<file path="config.mk">
export PLATFORM = sky130hd
export DESIGN_NAME = sum_accumulator_flat
export DESIGN_NICKNAME = d
export VERILOG_FILES = /design/src/rtl/sum_acc_pkg.sv /design/src/rtl/sum_accumulator_if.sv /design/src/rtl/sum_accumulator_sat_add.sv /design/src/rtl/sum_accumulator.sv /design/src/flat_wrapper.sv
export SDC_FILE = /design/constraint.sdc
export NUM_CORES = 1
export LEC_CHECK = 0
export CORE_ASPECT_RATIO = 1.4
export CORE_MARGIN = 2
export CORE_UTILIZATION = 44
export CTS_CLUSTER_DIAMETER = 80
export DETAILED_ROUTE_END_ITERATION = 10
export HOLD_SLACK_MARGIN = 0.02
export PLACE_DENSITY = 0.85
export RECOVER_POWER = 50
export SYNTH_ARGS = -nofsm -noshare
export SYNTH_HDL_FRONTEND = slang
export SYNTH_SLANG_ARGS = --single-unit
export TNS_END_PERCENT = 100
</file>
<file path="constraint.sdc">
create_clock -name clk -period 1.9 [get_ports clk]
set_input_delay 0.19 -clock clk [delete_from_list [all_inputs] [get_ports clk]]
set_output_delay 0.19 -clock clk [all_outputs]
set_load 0.05 [all_outputs]
</file>
<file path="src/rtl/sum_acc_pkg.sv">
// Shared state encoding and default widths for the {cout,sum} accumulator slice.
package sum_acc_pkg;

  localparam int IN_W_DEF  = 4;
  localparam int ACC_W_DEF = 12;
  localparam int CNT_W_DEF = 4;

  typedef enum logic [1:0] {
    ST_IDLE  = 2'd0,
    ST_ACCUM = 2'd1,
    ST_DONE  = 2'd2
  } state_t;

endpackage

</file>
<file path="src/rtl/sum_accumulator_if.sv">
// Sample stream from the ripple adder: {cout,sum} with a valid/ready handshake.
interface sum_accumulator_if
  import sum_acc_pkg::*;
#(
  parameter int IN_W = IN_W_DEF
) ();

  logic            in_valid;
  logic            in_ready;
  logic [IN_W-1:0] sum;
  logic            cout;

  modport master (output in_valid, output sum, output cout, input in_ready);
  modport slave  (input in_valid, input sum, input cout, output in_ready);

endinterface

</file>
<file path="src/rtl/sum_accumulator_sat_add.sv">
// W-bit saturating adder: y clamps to all-ones and sat rises when the carry out of bit W-1 is set.
module sat_add
  import sum_acc_pkg::*;
#(
  parameter int W = ACC_W_DEF
) (
  input  logic [W-1:0] a,
  input  logic [W-1:0] b,
  output logic [W-1:0] y,
  output logic         sat
);

  logic [W:0] full;

  always_comb begin
    full = {1'b0, a} + {1'b0, b};
    sat  = full[W];
    y    = full[W] ? {W{1'b1}} : full[W-1:0];
  end

endmodule

</file>
<file path="src/rtl/sum_accumulator.sv">
// Accumulates a programmed number of adder results into a saturating register and
// reports busy/done/overflow to the controller.
module sum_accumulator
  import sum_acc_pkg::*;
#(
  parameter int IN_W  = IN_W_DEF,
  parameter int ACC_W = ACC_W_DEF,
  parameter int CNT_W = CNT_W_DEF
) (
  input  logic                 clk,
  input  logic                 rst,
  input  logic                 clr,
  input  logic                 start,
  input  logic [CNT_W-1:0]     len,
  sum_accumulator_if.slave     s_if,
  output logic [ACC_W-1:0]     acc,
  output logic [CNT_W-1:0]     count,
  output logic                 ovf,
  output logic                 busy,
  output logic                 done
);

  state_t             state_q, state_d;
  logic [CNT_W-1:0]   len_q, len_d;
  logic [CNT_W-1:0]   count_q, count_d, count_inc;
  logic [ACC_W-1:0]   acc_q, acc_d;
  logic [ACC_W-1:0]   sample, add_y;
  logic               add_sat;
  logic               ovf_q, ovf_d;
  logic               busy_q, busy_d;
  logic               done_q, done_d;
  logic               accept, last;

  assign s_if.in_ready = (state_q == ST_ACCUM);
  assign accept        = s_if.in_valid && s_if.in_ready;
  assign sample        = ACC_W'({s_if.cout, s_if.sum});
  assign count_inc     = count_q + 1'b1;
  assign last          = (count_inc == len_q);

  sat_add #(.W(ACC_W)) u_sat_add (
    .a   (acc_q),
    .b   (sample),
    .y   (add_y),
    .sat (add_sat)
  );

  always_ff @(posedge clk or posedge rst) begin
    if (rst) begin
      state_q <= ST_IDLE;
      len_q   <= '0;
      count_q <= '0;
      acc_q   <= '0;
      ovf_q   <= 1'b0;
      busy_q  <= 1'b0;
      done_q  <= 1'b0;
    end else begin
      state_q <= state_d;
      len_q   <= len_d;
      count_q <= count_d;
      acc_q   <= acc_d;
      ovf_q   <= ovf_d;
      busy_q  <= busy_d;
      done_q  <= done_d;
    end
  end

  // clr dominates start and accept in every state.
  always_comb begin
    state_d = state_q;
    if (clr) begin
      state_d = ST_IDLE;
    end else begin
      unique case (state_q)
        ST_IDLE: begin
          if (start) state_d = (len == '0) ? ST_DONE : ST_ACCUM;
        end
        ST_ACCUM: begin
          if (accept && last) state_d = ST_DONE;
        end
        ST_DONE: state_d = ST_IDLE;
        default: state_d = ST_IDLE;
      endcase
    end
  end

  // Registered status flags follow the state being entered.
  always_comb begin
    busy_d = (state_d == ST_ACCUM);
    done_d = (state_d == ST_DONE);
  end

  always_comb begin
    len_d   = len_q;
    count_d = count_q;
    acc_d   = acc_q;
    ovf_d   = ovf_q;
    if (clr) begin
      count_d = '0;
      acc_d   = '0;
      ovf_d   = 1'b0;
    end else if (state_q == ST_IDLE && start) begin
      len_d   = len;
      count_d = '0;
      acc_d   = '0;
      ovf_d   = 1'b0;
    end else if (accept) begin
      count_d = count_inc;
      acc_d   = add_y;
      ovf_d   = ovf_q | add_sat;
    end
  end

  assign acc   = acc_q;
  assign count = count_q;
  assign ovf   = ovf_q;
  assign busy  = busy_q;
  assign done  = done_q;

endmodule

</file>
<file path="src/flat_wrapper.sv">
// flat-port wrapper written by rule: the top's interface ports become plain ports
module sum_accumulator_flat import sum_acc_pkg::*;
#(
  parameter int IN_W  = IN_W_DEF,
  parameter int ACC_W = ACC_W_DEF,
  parameter int CNT_W = CNT_W_DEF
)
  (clk, rst, clr, start, len, acc, count, ovf, busy, done, s_if_in_valid, s_if_sum, s_if_cout, s_if_in_ready);
  sum_accumulator_if #(.IN_W(IN_W)) s_if_i ();
  input  logic clk;
  input  logic rst;
  input  logic clr;
  input  logic start;
  input  logic [CNT_W-1:0] len;
  output logic [ACC_W-1:0] acc;
  output logic [CNT_W-1:0] count;
  output logic ovf;
  output logic busy;
  output logic done;
  input wire logic [$bits(s_if_i.in_valid)-1:0] s_if_in_valid;
  input wire logic [$bits(s_if_i.sum)-1:0] s_if_sum;
  input wire logic [$bits(s_if_i.cout)-1:0] s_if_cout;
  output wire logic [$bits(s_if_i.in_ready)-1:0] s_if_in_ready;
  assign s_if_i.in_valid = s_if_in_valid;
  assign s_if_i.sum = s_if_sum;
  assign s_if_i.cout = s_if_cout;
  assign s_if_in_ready = s_if_i.in_ready;
  sum_accumulator #(.IN_W(IN_W), .ACC_W(ACC_W), .CNT_W(CNT_W)) u_core (.clk(clk), .rst(rst), .clr(clr), .start(start), .len(len), .s_if(s_if_i), .acc(acc), .count(count), .ovf(ovf), .busy(busy), .done(done));
endmodule
</file>
==> results.toml, run 1 <==
[outcome]
outcome = "finished, violations left"
violations = "setup timing"

[synthesis]
synth-compound-area-share = 0.173
synth_mux_area_frac = 0.0518
ys_seq_elements = 25
netlist_area_mm2 = 0.00145
syn_area_per_cell_um2 = 10.6
syn-instance-count = 137
number_of_flops_mapped_to_enable_cells_by_yosys = 0
synthSimpleGateAreaFrac = 0.196
syn-num-nets = 158
synth-seq-area-share = 0.432
synth_xor_area_frac = 0.0665
ys_async_sr_fraction = 1.00
synth-warning-count = 0
post_synth_fa_ha_maj_area_fraction = 0.0656
synth_cell_type_count = 44
dominantRegCellSynth = "sky130_fd_sc_hd__dfrtp_1"
main_combinational_cell_family_by_area_after_synthesis = "simple AND/OR/NAND/NOR gates"

[clocking]
cts_max_path_buffers = 2
clk_pin_slew_ns = 0.09
htree_levels = 1
tritoncts.num_buffers = 3
post_cts_hold_buffer_count = 0
clock_insertion_delay_worst_skew_ns = 0.27
cts_tree = "done"
cts_root_buffer = "sky130_fd_sc_hd__clkbuf_8"
cts_num_sinks = 25

[hold_path]
whs_path_depth = 1
hold_path_startpoint = "u_core.len_q[3]"
hold_path.class = "flop to flop"
min_to = "u_core.len_q[3]"

[timing]
rsz0062_at_grt = "yes"
timing.final.setup_violations = 3
timing.fmax_mhz = 518
hold_viol_final = 0
hold_worst_slack_ns = 0.533
pin_slew_with_the_least_headroom_to_its_limit_ns = 1.34
clock-skew-final_ns = 0.00545
final_max_slew_viol_count = 0
postLayoutSetupSlackWorst_ns = -0.0312
final_min_period_over_clock_period = 1.02
slew_headroom = 0.106
timing.final.crit_period_ns = 1.93
fin_setup_tns_ns = -0.0765

[die]
floorplan.initialDensity = 0.464
floorplan.die_area_mm2 = 0.00377
core_area_mm2 = 0.00312
top_level_ports = 34
floorplan.die.width_um = 52.5
placement_rows = 24
fp.dieH_um = 71.9

[detailed_routing]
met1Wirelength_um = 1270
wire_per_inst_um = 16.0
vias_per_cell = 5.62
drt.antenna.violating_nets = 0
met3_layer_wire_length_in_the_routed_design_um = 120
drt_drc_violations_left = 0
dr.pass1.iters = 4
met2RoutedLength_um = 2120
routed_wl_um = 3580
drtIter0Drc = 38
top_signal_layer_used = "met4"
routed-via-count = 1259

[final_layout]
final_core_utilization = 0.639
layout.cells.non_filler = 224
antenna_cells_inserted = 0
num-nets-final = 207
area_growth_syn_to_fin_pct = 37.7
post_route_cells_drive_above_1_share = 0.227

[critical_path]
critPathMaxFanout = 3
ff_to_ff_start = "u_core.acc[0]"
critPathMaxStageDelay_ns = 0.43
required_time_of_the_critical_path_ns = 2.07
worst-path-buf-inv = 0
r2r.worst_path.cells = 7
arrival_ns = 2.10
timing.rr.end = "u_core.acc[6]"
crit_path_end_kind = "flop"
startpoint_class_of_the_critical_path = "flop"
reg2reg_slack_ns = -0.03
critPathTopFamily = "compound AO/OA/AOI/OAI gates"
critical_path_class = "flop to flop"
cp_cell_sequence = "ha_4 -> fa_2 -> a21o_1 -> a31o_4 -> nand4_4 -> nand2_4 -> a211o_1"
worst_path_max_delay_cell = "sky130_fd_sc_hd__dfrtp_2"

[placed_design]
placement.setup.worst_slack_ns = -0.277
placedCellCount = 219
port-buffer-count = 33
routabilityCongestion = 0.876
hpwlAfterDp_um = 2730

[grt]
grt-ovfl-total = 0
track_usage = 0.218
global_route_wire_length_before_repair_um = 6160
via_count_of_the_first_global_routing_pass = 1390
grt_max_degree = 26
antenna_found_initial = 0

[power_and_ir_drop]
vdd_ir_drop_max_mv = 0.536
pwr_density_cell_mw_per_mm2 = 604
total_leakage_power_nw = 0.907

[flow_run]
maximum_capacitance_violations = 0
## metrics by stage
stage	area, um2	power, mW
after global routing	2000	1.26
after CTS	1990	1.22
after detailed placement	1930	0.899
final	2000	1.20
after global placement	1930	0.885
after floorplan	1480	0.792
## layer usage
layer | track usage | up-vias
met2 | 0.417 | 30
li1 | - | 603
met3 | 0.0329 | 7
met1 | 0.225 | 619
met4 | 0.0912 | 0
met5 | 0 | -
## report_power, final
part / internal [mW] / switching, mW / total, mW
registers: 0.565 / 0.0276 / 0.593
clock network: 0.150 / 0.166 / 0.317
logic: 0.135 / 0.161 / 0.295
total: 0.850 / 0.354 / 1.20
## placed cells by master (no fill, tap or decap), types with 4 or more instances in the layout
master,n
sky130_fd_sc_hd__ha_1,5
sky130_fd_sc_hd__xnor2_1,6
sky130_fd_sc_hd__nand2_1,7
sky130_fd_sc_hd__a21oi_1,8
sky130_fd_sc_hd__clkdlybuf4s50_1,32
sky130_fd_sc_hd__clkbuf_1,4
sky130_fd_sc_hd__o21ai_0,9
sky130_fd_sc_hd__dfrtp_1,20
sky130_fd_sc_hd__nor2_1,6
sky130_fd_sc_hd__nand3_1,6
sky130_fd_sc_hd__a31oi_1,4
sky130_fd_sc_hd__nor3_1,4
sky130_fd_sc_hd__mux2_2,4
sky130_fd_sc_hd__xor2_1,5
sky130_fd_sc_hd__dfrtp_2,5
sky130_fd_sc_hd__buf_4,10
## worst register-to-register path, delay by kind of cell, from the launching register on
kind	cells	cell delay (ns)
compound gates	3	0.74
fa+ha+maj	2	0.50
flops	1	0.43
simple gates	2	0.16
## how the worst max path moves through the flow
stage / start / end / slack, ns / cells past startpoint
3_5_place_dp: s_if_sum[0] / u_core.acc[6] / -0.28 / 8
3_3_place_gp: s_if_sum[0] / u_core.acc[7] / -0.24 / 8
2_1_floorplan: u_core.acc[0] / u_core.acc[6] / -0.15 / 7
6_report: u_core.acc[0] / u_core.acc[6] / -0.03 / 7
4_1_cts: u_core.acc[0] / u_core.acc[6] / -0.04 / 7
5_1_grt: u_core.acc[0] / u_core.acc[6] / -0.1 / 7
## kinds of logic (layout without fill, tap and decap cells)
| kind of cell | count (synthesis) | in the layout |
|---|---|---|
| adders and majority gates | 7 | 7 |
| and+or+nand+nor | 45 | 45 |
| buffers and inverters | 4 | 52 |
| DFF | 25 | 25 |
| xor gates and xnor gates | 11 | 11 |
| AOI/OAI and AO/OA | 38 | 38 |
| muxes | 7 | 7 |
## registers in the layout, summed over array words and instances, names as in the netlist
register        cells
u_core.acc         12
u_core.busy         1
u_core.count        4
u_core.done         1
u_core.len_q        4
u_core.ovf          1
u_core.state_q      2
## cell type report
| class | count | area, um2 |
|---|---|---|
| clock buffers | 4 | 45.0 |
| fillers | 271 | 1130 |
| inverters | 3 | 11.3 |
| multi-input cells | 108 | 852 |
| flip-flops and latches | 25 | 632 |
| well taps | 39 | 48.8 |
| repair buffers | 45 | 407 |
## what timing repair did
action	CTS	global route
gates resized for setup	1	6
buffers inserted	2	0
gates cloned	0	0
pin swaps	0	2
setup endpoints to repair	3	13
## Yosys cell counts (2+ instances only)
cell type	n	area, um2
sky130_fd_sc_hd__and3_2	2	15.0
sky130_fd_sc_hd__o21ai_0	10	50.1
sky130_fd_sc_hd__nor2_1	6	22.5
sky130_fd_sc_hd__a21o_2	2	17.5
sky130_fd_sc_hd__xor2_1	5	43.8
sky130_fd_sc_hd__a32o_1	2	20.0
sky130_fd_sc_hd__nand3_1	6	30.0
sky130_fd_sc_hd__and2_1	2	12.5
sky130_fd_sc_hd__ha_1	6	75.1
sky130_fd_sc_hd__a21oi_1	8	40.0
sky130_fd_sc_hd__nor3_1	5	25.0
sky130_fd_sc_hd__inv_1	3	11.3
sky130_fd_sc_hd__a211o_1	3	26.3
sky130_fd_sc_hd__mux2_2	4	45.0
sky130_fd_sc_hd__mux2i_1	3	30.0
sky130_fd_sc_hd__nand2b_1	2	12.5
sky130_fd_sc_hd__xnor2_1	6	52.6
sky130_fd_sc_hd__dfrtp_1	25	626
sky130_fd_sc_hd__a31oi_1	4	25.0
sky130_fd_sc_hd__nand2_1	7	26.3
sky130_fd_sc_hd__and3_1	3	18.8
Note: power is estimated with default switching activity, not from simulation.
==> inputs of run 2 (changes only) <==
--- a/config.mk
+++ b/config.mk
@@ -7,11 +7,11 @@
 export LEC_CHECK = 0
 export CORE_ASPECT_RATIO = 1.4
 export CORE_MARGIN = 2
-export CORE_UTILIZATION = 44
+export CORE_UTILIZATION = 25
 export CTS_CLUSTER_DIAMETER = 80
 export DETAILED_ROUTE_END_ITERATION = 10
 export HOLD_SLACK_MARGIN = 0.02
-export PLACE_DENSITY = 0.85
+export PLACE_DENSITY = 0.57
 export RECOVER_POWER = 50
 export SYNTH_ARGS = -nofsm -noshare
 export SYNTH_HDL_FRONTEND = slang
==> results.toml, run 2 (synthesis results as in run 1) <==
[outcome]
outcome = "finished, violations left"
violations = "setup timing"

[die]
top_level_ports = 34
floorplan.die_area_mm2 = 0.00643
placement_rows = 32
floorplan.die.width_um = 68.3
fp.dieH_um = 94.1
core_area_mm2 = 0.00557
floorplan.initialDensity = 0.260

[power_and_ir_drop]
cell_internal_pwr_uw = 855
power_mw = 1.21
total_leakage_power_nw = 0.923
share_comb_of_total_power = 0.243
vdd_ir_drop_max_mv = 0.320
net-switching-power_uw = 360
pwr_density_cell_mw_per_mm2 = 591
clock_power_share = 0.269
pwr-share-seq = 0.488
swShare = 0.297

[final_layout]
layout_common_cells = "sky130_fd_sc_hd__clkdlybuf4s50_1 (32), sky130_fd_sc_hd__dfrtp_1 (20), sky130_fd_sc_hd__buf_4 (13)"
n_fill_cell = 574
largest_reg_flops = 12
layout.cells.non_filler = 256
final_core_utilization = 0.369
num-nets-final = 210
area_growth_syn_to_fin_pct = 41.8
final_common_cell = "sky130_fd_sc_hd__clkdlybuf4s50_1"
post_route_cells_drive_above_1_share = 0.245
antenna_cells_inserted = 0
fin_area_mm2 = 0.00205

[hold_path]
min_to = "u_core.len_q[1]"
whs_path_depth = 1
hold_path_startpoint = "u_core.len_q[1]"
hold_path.class = "flop to flop"

[grt]
grt_max_degree = 26
global_route_wire_length_before_repair_um = 5900
track_usage = 0.120
grt-ovfl-total = 0
antenna_found_initial = 0
via_count_of_the_first_global_routing_pass = 1258

[critical_path]
critical_path_class = "flop to flop"
startpoint_class_of_the_critical_path = "flop"
reg2reg_slack_ns = -0.06
arrival_ns = 2.12
timing.rr.end = "u_core.acc[9]"
required_time_of_the_critical_path_ns = 2.07
r2r.worst_path.cells = 7
critPathMaxFanout = 3
ff_to_ff_start = "u_core.acc[0]"
crit_path_end_kind = "flop"

[detailed_routing]
drt.antenna.violating_nets = 0
drt_drc_violations_left = 0
drtIter0Drc = 43
wire_per_inst_um = 13.4
routed_wl_um = 3430
routed-via-count = 1238
vias_per_cell = 4.84
dr.pass1.iters = 4

[timing]
clock-skew-final_ns = 0.00276
final_min_period_over_clock_period = 1.03
timing.fmax_mhz = 511
pin_slew_with_the_least_headroom_to_its_limit_ns = 1.40
timing.final.setup_violations = 7
rsz0062_at_grt = "yes"
postLayoutSetupSlackWorst_ns = -0.0551
slew_headroom = 0.0642
timing.final.crit_period_ns = 1.96
hold_viol_final = 0
final_max_slew_viol_count = 0

[placed_design]
postPlaceCellArea_mm2 = 0.00198
placement.setup.worst_slack_ns = -0.288
routabilityCongestion = 0.808
placedCellCount = 250
port-buffer-count = 33
hpwlAfterDp_um = 2590

[clocking]
cts_tree = "done"
tritoncts.num_buffers = 3
cts_root_buffer = "sky130_fd_sc_hd__clkbuf_8"
clk_pin_slew_ns = 0.09
clock_insertion_delay_worst_skew_ns = 0.27
cts_max_path_buffers = 2
cts_num_sinks = 25
htree_levels = 1

[flow_run]
maximum_capacitance_violations = 0
[run 2: cell types whose count changed in the layout (fill, tap and decap cells not counted), sizes merged]
| cell | previous run | this run |
|---|---|---|
| buf | 10 | 13 |
[run 2: critical path, stage by stage, from the launching register on]
cell and delay [ns]:
sky130_fd_sc_hd__dfrtp_2 0.43, sky130_fd_sc_hd__ha_4 0.17, sky130_fd_sc_hd__fa_2 0.36, sky130_fd_sc_hd__a21o_1 0.23
sky130_fd_sc_hd__a31o_4 0.26, sky130_fd_sc_hd__nand4_4 0.10, sky130_fd_sc_hd__nand2_4 0.06, sky130_fd_sc_hd__a211o_1 0.25
[run 2: power by group through the flow]
stage                     Clock, mW  Sequential (mW)  Combinational, mW
final                         0.327            0.593              0.295
after global routing          0.363            0.598              0.325
after CTS                     0.341            0.594              0.298
after detailed placement          0            0.604              0.296
after global placement            0            0.604              0.295
after floorplan                   0            0.631              0.161
[run 2: per-stage QoR]
step | hold slack [ns] | setup TNS (ns)
after global placement | 0.513 | -2.22
final | 0.536 | -0.192
after detailed placement | 0.523 | -2.52
after global routing | 0.557 | -1.41
after CTS | 0.281 | -0.150
after floorplan | 0.217 | -0.628
[run 2: final cells by class]
type	instances	area, um2	share of cell area
clock buffers	4	45.0	0.0219
inverters	3	11.3	0.00548
multi-input cells	108	852	0.415
flip-flops and latches	25	632	0.308
well taps	68	85.1	0.0414
repair buffers	48	429	0.209
[run 2: how the worst max path moves through the flow]
stage	startpoint	to	slack, ns	depth (start not counted)
6_report	u_core.acc[0]	u_core.acc[9]	-0.06	7
5_1_grt	u_core.acc[0]	u_core.acc[7]	-0.13	7
4_1_cts	u_core.acc[0]	u_core.acc[9]	-0.05	7
3_5_place_dp	s_if_sum[0]	u_core.acc[6]	-0.29	8
3_3_place_gp	s_if_sum[0]	u_core.acc[7]	-0.26	8
2_1_floorplan	u_core.acc[0]	u_core.acc[6]	-0.15	7
[run 2: per-layer routing]
| layer | global-route usage | wire [um] | share of wire | vias to the layer above |
|---|---|---|---|---|
| li1 | - | - | - | 609 |
| met1 | 0.149 | 1530 | 0.45 | 600 |
| met2 | 0.203 | 1730 | 0.50 | 24 |
| met3 | 0.0156 | 109 | 0.032 | 5 |
| met4 | 0.0500 | 61 | 0.018 | 0 |
| met5 | 0 | 0 | 0 | - |
[run 2: what timing repair did]
| action | in CTS | in global routing |
|---|---|---|
| buffers inserted | 0 | 2 |
| resized for setup | 1 | 5 |
| endpoints found under the setup margin | 4 | 12 |
| hold buffers | 0 | 0 |
| pin swaps | 0 | 11 |
